--- config.mk ---
export PLATFORM = sky130hd
export DESIGN_NAME = ethernet_tx_arbiter_flat
export DESIGN_NICKNAME = d
export VERILOG_FILES = /design/src/rtl/ethernet_tx_arbiter_if.sv /design/src/rtl/ethernet_tx_arbiter.sv /design/src/flat_wrapper.sv
export SDC_FILE = /design/constraint.sdc
export NUM_CORES = 1
export LEC_CHECK = 0
export CORE_AREA = 2 2 102 143
export CTS_BUF_LIST = sky130_fd_sc_hd__clkbuf_8
export DETAILED_ROUTE_END_ITERATION = 8
export DIE_AREA = 0 0 104 145
export HOLD_SLACK_MARGIN = 0.06
export PLACE_DENSITY_LB_ADDON = 0.25
export SYNTH_ARGS = -nofsm -noshare
export SYNTH_HDL_FRONTEND = slang
export SYNTH_SLANG_ARGS = --single-unit
--- constraint.sdc ---
create_clock -name clock -period 6.11 [get_ports clock]
set_input_delay 0.9165 -clock clock [delete_from_list [all_inputs] [get_ports clock]]
set_output_delay 0.9165 -clock clock [all_outputs]
set_load 0.05 [all_outputs]
--- src/rtl/ethernet_tx_arbiter_if.sv ---
// Byte-stream handshake with destination-MAC sideband, shared by the IP, ARP and TEMAC TX links.
interface ethernet_tx_arbiter_if #(
  parameter int unsigned DATA_WIDTH = 8
);
  logic                  tvalid;
  logic [DATA_WIDTH-1:0] tdata;
  logic                  tlast;
  logic                  tready;
  logic [47:0]           dest_mac;

  modport master (output tvalid, output tdata, output tlast, output dest_mac, input tready);
  modport slave  (input tvalid, input tdata, input tlast, input dest_mac, output tready);
endinterface

--- src/rtl/ethernet_tx_arbiter.sv ---
// Packet-level round-robin arbiter between IP and ARP TX sources onto the TEMAC TX stream.
// Prepends the Ethernet header and enforces a fixed inter-packet gap.
module ethernet_tx_arbiter #(
  parameter int unsigned DATA_WIDTH        = 8,
  parameter int unsigned HEADER_BYTE_COUNT = 14,
  parameter int unsigned INTERPACKET_GAP   = 12,
  parameter logic [15:0] IP_ETHER_TYPE     = 16'h0800,
  parameter logic [15:0] ARP_ETHER_TYPE    = 16'h0806
) (
  input  logic                         clock,
  input  logic                         reset,
  input  logic [47:0]                  local_mac_address,
  ethernet_tx_arbiter_if.slave         ip_tx,
  ethernet_tx_arbiter_if.slave         arp_tx,
  ethernet_tx_arbiter_if.master        temac_tx,
  output logic [1:0]                   active_grant,
  output logic                         tx_busy
);

  localparam int unsigned HDR_BITS = HEADER_BYTE_COUNT * DATA_WIDTH;
  localparam int unsigned IDX_W    = $clog2(HEADER_BYTE_COUNT);
  localparam int unsigned GAP_W    = $clog2(INTERPACKET_GAP + 1);
  localparam logic [IDX_W-1:0] IDX_LAST = IDX_W'(HEADER_BYTE_COUNT - 1);
  localparam logic [GAP_W-1:0] GAP_LAST = GAP_W'(INTERPACKET_GAP - 1);

  typedef enum logic [1:0] {IDLE, HEADER, PAYLOAD, GAP} state_e;

  state_e              state_q, state_d;
  logic [1:0]          grant_q, grant_d;
  logic                last_arp_q, last_arp_d;
  logic [IDX_W-1:0]    idx_q, idx_d;
  logic [GAP_W-1:0]    gap_q, gap_d;
  logic [HDR_BITS-1:0] hdr_q, hdr_d;
  logic                pick_arp;

  always_ff @(posedge clock) begin
    if (reset) begin
      state_q    <= IDLE;
      grant_q    <= '0;
      last_arp_q <= 1'b1;
      idx_q      <= '0;
      gap_q      <= '0;
      hdr_q      <= '0;
    end else begin
      state_q    <= state_d;
      grant_q    <= grant_d;
      last_arp_q <= last_arp_d;
      idx_q      <= idx_d;
      gap_q      <= gap_d;
      hdr_q      <= hdr_d;
    end
  end

  always_comb begin
    state_d         = state_q;
    grant_d         = grant_q;
    last_arp_d      = last_arp_q;
    idx_d           = idx_q;
    gap_d           = gap_q;
    hdr_d           = hdr_q;
    pick_arp        = 1'b0;
    temac_tx.tvalid = 1'b0;
    temac_tx.tdata  = '0;
    temac_tx.tlast  = 1'b0;
    ip_tx.tready    = 1'b0;
    arp_tx.tready   = 1'b0;

    unique case (state_q)
      IDLE: begin
        if (ip_tx.tvalid || arp_tx.tvalid) begin
          // On a tie, serve whichever source did not win last time
          pick_arp   = arp_tx.tvalid && (!ip_tx.tvalid || !last_arp_q);
          grant_d    = pick_arp ? 2'b10 : 2'b01;
          last_arp_d = pick_arp;
          hdr_d      = pick_arp ? {arp_tx.dest_mac, local_mac_address, ARP_ETHER_TYPE}
                                : {ip_tx.dest_mac, local_mac_address, IP_ETHER_TYPE};
          idx_d      = '0;
          state_d    = HEADER;
        end
      end
      HEADER: begin
        // Header is a left-shifting register; the top byte is always the one on the bus
        temac_tx.tvalid = 1'b1;
        temac_tx.tdata  = hdr_q[HDR_BITS-1 -: DATA_WIDTH];
        if (temac_tx.tready) begin
          hdr_d = hdr_q << DATA_WIDTH;
          if (idx_q == IDX_LAST) state_d = PAYLOAD;
          else                   idx_d   = idx_q + 1'b1;
        end
      end
      PAYLOAD: begin
        if (grant_q[1]) begin
          temac_tx.tvalid = arp_tx.tvalid;
          temac_tx.tdata  = arp_tx.tdata;
          temac_tx.tlast  = arp_tx.tlast;
          arp_tx.tready   = temac_tx.tready;
        end else begin
          temac_tx.tvalid = ip_tx.tvalid;
          temac_tx.tdata  = ip_tx.tdata;
          temac_tx.tlast  = ip_tx.tlast;
          ip_tx.tready    = temac_tx.tready;
        end
        if (temac_tx.tvalid && temac_tx.tready && temac_tx.tlast) begin
          state_d = GAP;
          gap_d   = '0;
          grant_d = '0;
        end
      end
      GAP: begin
        if (gap_q == GAP_LAST) state_d = IDLE;
        else                   gap_d   = gap_q + 1'b1;
      end
      default: state_d = IDLE;
    endcase
  end

  assign temac_tx.dest_mac = '0;
  assign active_grant      = grant_q;
  assign tx_busy           = (state_q != IDLE);

endmodule

--- src/flat_wrapper.sv ---
// flat-port wrapper written by rule: the top's interface ports become plain ports
module ethernet_tx_arbiter_flat 
#(
  parameter int unsigned DATA_WIDTH        = 8,
  parameter int unsigned HEADER_BYTE_COUNT = 14,
  parameter int unsigned INTERPACKET_GAP   = 12,
  parameter logic [15:0] IP_ETHER_TYPE     = 16'h0800,
  parameter logic [15:0] ARP_ETHER_TYPE    = 16'h0806
)
  (clock, reset, local_mac_address, active_grant, tx_busy, ip_tx_tvalid, ip_tx_tdata, ip_tx_tlast, ip_tx_dest_mac, ip_tx_tready, arp_tx_tvalid, arp_tx_tdata, arp_tx_tlast, arp_tx_dest_mac, arp_tx_tready, temac_tx_tvalid, temac_tx_tdata, temac_tx_tlast, temac_tx_dest_mac, temac_tx_tready);
  ethernet_tx_arbiter_if #(.DATA_WIDTH(DATA_WIDTH)) ip_tx_i ();
  ethernet_tx_arbiter_if #(.DATA_WIDTH(DATA_WIDTH)) arp_tx_i ();
  ethernet_tx_arbiter_if #(.DATA_WIDTH(DATA_WIDTH)) temac_tx_i ();
  input  logic clock;
  input  logic reset;
  input  logic [47:0] local_mac_address;
  output logic [1:0] active_grant;
  output logic tx_busy;
  input wire logic [$bits(ip_tx_i.tvalid)-1:0] ip_tx_tvalid;
  input wire logic [$bits(ip_tx_i.tdata)-1:0] ip_tx_tdata;
  input wire logic [$bits(ip_tx_i.tlast)-1:0] ip_tx_tlast;
  input wire logic [$bits(ip_tx_i.dest_mac)-1:0] ip_tx_dest_mac;
  output wire logic [$bits(ip_tx_i.tready)-1:0] ip_tx_tready;
  input wire logic [$bits(arp_tx_i.tvalid)-1:0] arp_tx_tvalid;
  input wire logic [$bits(arp_tx_i.tdata)-1:0] arp_tx_tdata;
  input wire logic [$bits(arp_tx_i.tlast)-1:0] arp_tx_tlast;
  input wire logic [$bits(arp_tx_i.dest_mac)-1:0] arp_tx_dest_mac;
  output wire logic [$bits(arp_tx_i.tready)-1:0] arp_tx_tready;
  output wire logic [$bits(temac_tx_i.tvalid)-1:0] temac_tx_tvalid;
  output wire logic [$bits(temac_tx_i.tdata)-1:0] temac_tx_tdata;
  output wire logic [$bits(temac_tx_i.tlast)-1:0] temac_tx_tlast;
  output wire logic [$bits(temac_tx_i.dest_mac)-1:0] temac_tx_dest_mac;
  input wire logic [$bits(temac_tx_i.tready)-1:0] temac_tx_tready;
  assign ip_tx_i.tvalid = ip_tx_tvalid;
  assign ip_tx_i.tdata = ip_tx_tdata;
  assign ip_tx_i.tlast = ip_tx_tlast;
  assign ip_tx_i.dest_mac = ip_tx_dest_mac;
  assign ip_tx_tready = ip_tx_i.tready;
  assign arp_tx_i.tvalid = arp_tx_tvalid;
  assign arp_tx_i.tdata = arp_tx_tdata;
  assign arp_tx_i.tlast = arp_tx_tlast;
  assign arp_tx_i.dest_mac = arp_tx_dest_mac;
  assign arp_tx_tready = arp_tx_i.tready;
  assign temac_tx_tvalid = temac_tx_i.tvalid;
  assign temac_tx_tdata = temac_tx_i.tdata;
  assign temac_tx_tlast = temac_tx_i.tlast;
  assign temac_tx_dest_mac = temac_tx_i.dest_mac;
  assign temac_tx_i.tready = temac_tx_tready;
  ethernet_tx_arbiter #(.DATA_WIDTH(DATA_WIDTH), .HEADER_BYTE_COUNT(HEADER_BYTE_COUNT), .INTERPACKET_GAP(INTERPACKET_GAP), .IP_ETHER_TYPE(IP_ETHER_TYPE), .ARP_ETHER_TYPE(ARP_ETHER_TYPE)) u_core (.clock(clock), .reset(reset), .local_mac_address(local_mac_address), .ip_tx(ip_tx_i), .arp_tx(arp_tx_i), .temac_tx(temac_tx_i), .active_grant(active_grant), .tx_busy(tx_busy));
endmodule
==> summary.txt <==
Run status
  • Status: finished, final reports clean

STA
  • Worst hold margin: 0.455 ns
  • Final hold violation count: 0
  • Final setup fails: 0
  • Clk_skew: 0.0164 ns
  • Relative slew margins: 0.238
  • Final period util: 0.599
  • RSZ-0062 raised after global routing: no
  • Fmax: 273 MHz
  • Slew of the pin with the lowest slew margin: 1.13 ns
  • Setup TNS: 0 ns
  • Final Slew Violations: 0
  • Final worst path period need: 3.66 ns
  • Setup ws final: 2.45 ns

Clocking
  • Root buffer cell: clkbuf_8
  • Clk_lat worst skew: 0.38 ns
  • H-tree depth: 3
  • CTS Buf Count: 9
  • CTS resizes: 0
  • Max clock buf depth: 2
  • Setup Buffers After CTS: 0
  • Register clock-pin slew on the reported worst setup and hold paths: 0.11 ns
  • Hold buffer count at cts: 0
  • CTS tree: yes
  • Sink Count: 112

Critical path
  • Worst Reg-to-Reg Cells: 5
  • Max stage delay cell, worst path: clkdlybuf4s50_1
  • Required @ worst endpoint: 5.19 ns
  • Crit path launch type: input pin
  • Worst flop-to-flop path endpoint: u_core.hdr_q[87]
  • Worst Setup End Kind: primary output
  • WP data arrival: 2.74 ns
  • CP dominant cell by count: clkdlybuf4s50_1
  • Worst-path fanout max: 6
  • Crit path largest cell delay: 0.80 ns
  • Crit path kind: input pin to primary output
  • Worst path cell trace: clkdlybuf4s50_1, mux2_2, a21oi_1, nor2b_1, clkdlybuf4s50_1
  • FF-to-FF setup slack: 3.10 ns
  • RR Startpoint: u_core.state_q[0]

Cells and area
  • Final instance area: 8160 um2
  • Antenna Cells: 0
  • Commonest non-fill, non-tap cells in the layout: clkdlybuf4s50_1, dfxtp_1, nand2_1, nor2_1, mux2_2
  • Share of cells above drive strength 1: 0.0979
  • P&R area growth vs syn: 29.1%
  • Final net count: 1038
  • Most common cell after layout, fill and taps aside: clkdlybuf4s50_1
  • Core Util, Final: 0.592
  • Final Instance Count excl. Fillers: 1053

Yosys
  • Dominant synthesized flop cell: dfxtp_1
  • Mapped Cells: 727
  • Cell Area, Synth: 6320 um2
  • Syn_area_per_cell: 8.70 um2
  • Post-synth cell types: 38
  • Main combinational cell family by area after synthesis: compound AO/OA/AOI/OAI gates
  • Mux share of post-synthesis cell area: 0.182
  • Simple-Gate Fraction of Synth Area: 0.157
  • Ys async rst share: 0
  • Post-synthesis adder-cell area fraction: 0.0139
  • YS warnings: 0
  • EDFF count, synth: 0
  • Sequential-to-total area share from yosys stat: 0.355
  • Post-synthesis xor/xnor area fraction: 0
  • Compound-gate portion of the synthesized area: 0.190
  • Flops & latches, synth: 112

Floorplanning
  • Cell row count: 51
  • Die extent in y: 145 um
  • Core area: 13800 um2
  • Die Area: 15100 um2
  • Starting Density: 0.459
  • Die X: 104 um
  • Top-Level Pins: 230

Drt
  • Routed WL: 15600 um
  • DR pass1 iterations: 5
  • Vias/cell: 5.15
  • Vias: 5426
  • Drt initial violations: 204
  • Antenna viol nets, final: 0
  • # DRC: 0
  • DR WL/cell: 14.8 um

Place
  • GPL Wtd Cong: 0.757
  • Placed cells: 1038
  • Count of input and output buffers: 181
  • Post-DP Area: 7990 um2
  • Post-DP HPWL: 11100 um
  • Pre-CTS setup slack: 2.46 ns

Power
  • Power Internal: 1.96 mW
  • Clock share of power: 0.117
  • Combinational cell fraction of total power: 0.545
  • Seq pwr share: 0.338
  • Maximum vdd ir drop: 355 uV
  • Static leakage: 2.96 nW
  • Power per cell area: 431 nW/um2
  • Overall Power: 3.52 mW
  • Switching Fraction: 0.442
  • Net Switching: 1.56 mW

Hold path
  • Hold crit path type: flop to flop
  • Hold path depth: 2
  • WHS Endpoint: u_core.hdr_q[71]
  • Hold path start: u_core.hdr_q[71]

Global routing
  • GR Overflow Total: 0
  • GRT Total Usage: 0.200
  • Vias in the first global route: 5175
  • Initial antenna violation count: 0
  • First-pass GRT wire length: 25100 um
  • Largest net degree at the start of global routing: 98

Run
  • Max-Cap Viols: 0
-- how the worst max path moves through the flow --
| stage | slack [ns] | to | from |
|---|---|---|---|
| 2_1_floorplan | 3.14 | temac_tx_tdata[3] | u_core.active_grant[1] |
| 3_3_place_gp | 2.47 | temac_tx_tvalid | ip_tx_tvalid |
| 3_5_place_dp | 2.46 | temac_tx_tvalid | ip_tx_tvalid |
| 4_1_cts | 2.45 | temac_tx_tvalid | ip_tx_tvalid |
| 5_1_grt | 2.35 | temac_tx_tdata[6] | u_core.state_q[1] |
| 6_report | 2.45 | temac_tx_tvalid | ip_tx_tvalid |
-- critical path, delay by kind of cell --
family / cells / cell delay (ns)
AO/OA/AOI/OAI: 1 / 0.06
buffers and inverters: 2 / 1.42
multiplexers: 1 / 0.21
AND/OR/NAND/NOR: 1 / 0.13
-- routing by layer --
| layer | wire (um) | up-vias | GRT usage | share of wire |
|---|---|---|---|---|
| li1 | - | 2751 | - | - |
| met1 | 6500 | 2475 | 0.242 | 0.42 |
| met2 | 7800 | 181 | 0.347 | 0.50 |
| met3 | 995 | 19 | 0.0544 | 0.064 |
| met4 | 254 | 0 | 0.0541 | 0.016 |
| met5 | 0 | - | 0 | 0 |
-- synth_stat cells, drive strengths merged, types with 3 or more instances --
| cell | number | area [um2] |
|---|---|---|
| a211oi | 47 | 353 |
| a21oi | 56 | 280 |
| a22oi | 15 | 113 |
| and3 | 4 | 25.0 |
| buf | 73 | 483 |
| clkbuf | 34 | 128 |
| dfxtp | 112 | 2240 |
| ha | 7 | 87.6 |
| inv | 9 | 33.8 |
| mux2 | 57 | 642 |
| mux2i | 51 | 510 |
| nand2 | 60 | 225 |
| nand2b | 49 | 307 |
| nand3 | 7 | 35.0 |
| nor2 | 60 | 225 |
| nor2b | 12 | 75.1 |
| o211ai | 49 | 368 |
| o21ai | 3 | 15.0 |
-- power groups by stage --
| stage | sequential (mW) | clock (mW) | combinational [mW] |
|---|---|---|---|
| final | 1.19 | 0.411 | 1.92 |
| after global routing | 1.23 | 0.453 | 2.12 |
| after CTS | 1.19 | 0.425 | 1.93 |
| after detailed placement | 1.21 | 0 | 1.93 |
| after global placement | 1.19 | 0 | 1.88 |
| after floorplan | 1.17 | 0 | 1.55 |
-- kinds of logic after synthesis --
logic type	Yosys count
AND/OR/NAND/NOR	205
AO/OA/AOI/OAI	178
buffers and inverters	116
flip-flops	112
multiplexers	108
adder cells (fa/ha/maj)	7
other	1
-- registers in the layout (all words and copies together), names as in the netlist --
register,count
u_core.last_arp_q,1
u_core.state_q,2
u_core.hdr_q,99
u_core.active_grant,2
u_core.gap_q,4
u_core.idx_q,4
-- cell type report --
class                           count  area (um2)
Sequential cell                   112        2240
Tap cell                          185         231
Timing Repair Buffer              186        1850
Multi-Input combinational cell    546        3630
Fill cell                        1270        5620
Clock buffer                        9         124
Inverter                            9        33.8
Clock inverter                      6        50.0
No activity file was read; power rests on OpenSTA's default activity.
==> RTL change, RTL diff (same settings) <==
The 4 states of `state_e` get a one-hot encoding in 4 bits.
--- a/src/rtl/ethernet_tx_arbiter.sv
+++ b/src/rtl/ethernet_tx_arbiter.sv
@@ -23,7 +23,7 @@
   localparam logic [IDX_W-1:0] IDX_LAST = IDX_W'(HEADER_BYTE_COUNT - 1);
   localparam logic [GAP_W-1:0] GAP_LAST = GAP_W'(INTERPACKET_GAP - 1);
 
-  typedef enum logic [1:0] {IDLE, HEADER, PAYLOAD, GAP} state_e;
+  typedef enum logic [3:0] {IDLE = 4'b0001, HEADER = 4'b0010, PAYLOAD = 4'b0100, GAP = 4'b1000} state_e;
 
   state_e              state_q, state_d;
   logic [1:0]          grant_q, grant_d;
Function: same outputs for any inputs over 10 cycles, from zero or initial values and one cycle with reset high; not proved beyond that.
==> RTL change against the unedited design <==
Wire length up 11%; sequential cell count up 2; cell area up 3.6%; sequential share of layout area down 0.49 points; hold slack better by 0.020 ns; area after synthesis up 1.6%; worst setup slack worse by 0.072 ns; maximum frequency down 1.9%; critical path depth down 1.
Power is not compared: it rests on default switching activity, and its combinational part moved more than twofold at a synthesized area within 25%.
==> RTL change: results (changes against the unedited design) <==
mux share of post-synthesis cell area: 0.0173 (-0.165)
largest net degree at the start of global routing: 93 (-5.1%)
fin crit period: 3.73 ns (+0.0719 ns)
reg-to-reg startpoint: u_core.state_q[3]
global-route wire length before repair: 28.0 mm (+11%)
most frequent cells after synthesis: dfxtp_1, nand2_1, a21oi_1, clkbuf_1, nor2_1
top cells by area, synth: dfxtp_1, a211oi_1, nand2_1
FF-to-FF End: u_core.hdr_q[93]
Syn Area/Cell: 8.18 sq um (-5.9%)
sequential element share of the synthesized area: 0.355 (+0.000707)
All-Layer GR Usage: 0.226 (+0.0261)
Hold EP: u_core.hdr_q[10]
skew final: 0.0141 ns (-0.00228 ns)
vias per inst: 5.40 (+4.8%)
Skew-Pair Late Insertion Delay: 0.43 ns (+0.05 ns)
Via Count: 6040 (+11%)
critical setup path kind: reg -> out
crit path DAT: 2.81 ns (+0.07 ns)
TritonCTS buffer count: 17 (+8)
Worst slew margin: 0.261 (+0.0230)
htree depth: 4 (+1)
WL/cell: 15.4 microns (+4.5%)
outcome: complete, no violations
initial DRC count: 308 (+51%)
Yosys cell types: 49 (+29%)
Compound-Gate Fraction of Synth Area: 0.292 (+0.102)
final hold slack: 0.475 ns (+0.0200 ns)
Adder-Cell Fraction of Synth Area: 0.00584 (-0.00801)
hold wc startpoint: u_core.hdr_q[10]
share of cells above drive strength 1: 0.0804 (-0.0175)
vias in the first global route: 5796 (+12%)
FF-to-FF setup slack: 2.43 ns (-0.67 ns)
## RTL change: cell count changes in the layout (fill, tap and decap cells not counted), moves of 15 or more
cell / before / now
mux2_2: 57 / 1
o211ai_1: 49 / 2
a311oi_1: 0 / 42
mux2i_1: 51 / 10
nand2_1: 60 / 99
nor2b_1: 12 / 50
o32ai_1: 0 / 30
o32ai_2: 0 / 19
o21ai_0: 3 / 21
a22oi_1: 15 / 0
## RTL change: critical path, cell delays in order (launching register included)
cell and delay, ns:
dfxtp_1 0.39, nor4b_4 0.86, nand2_1 0.21, o21ai_0 0.12, clkdlybuf4s50_1 0.82
## RTL change: metal layers
metal  track usage  vias up  routed length, microns
met2         0.389      205                    8870
met4        0.0838        0                     372
met3        0.0476       22                     758
met1         0.276     2806                    7250
met5             0        -                       0
li1              -     3007                       -
## RTL change: layout make-up
type,count,area (sq um)
inverters,6,22.5
multi-input cells,591,3670
flip-flops and latches,114,2280
repair buffers,190,1880
fillers,1264,5320
clock inverters,14,131
clock buffers,18,248
well taps,185,231
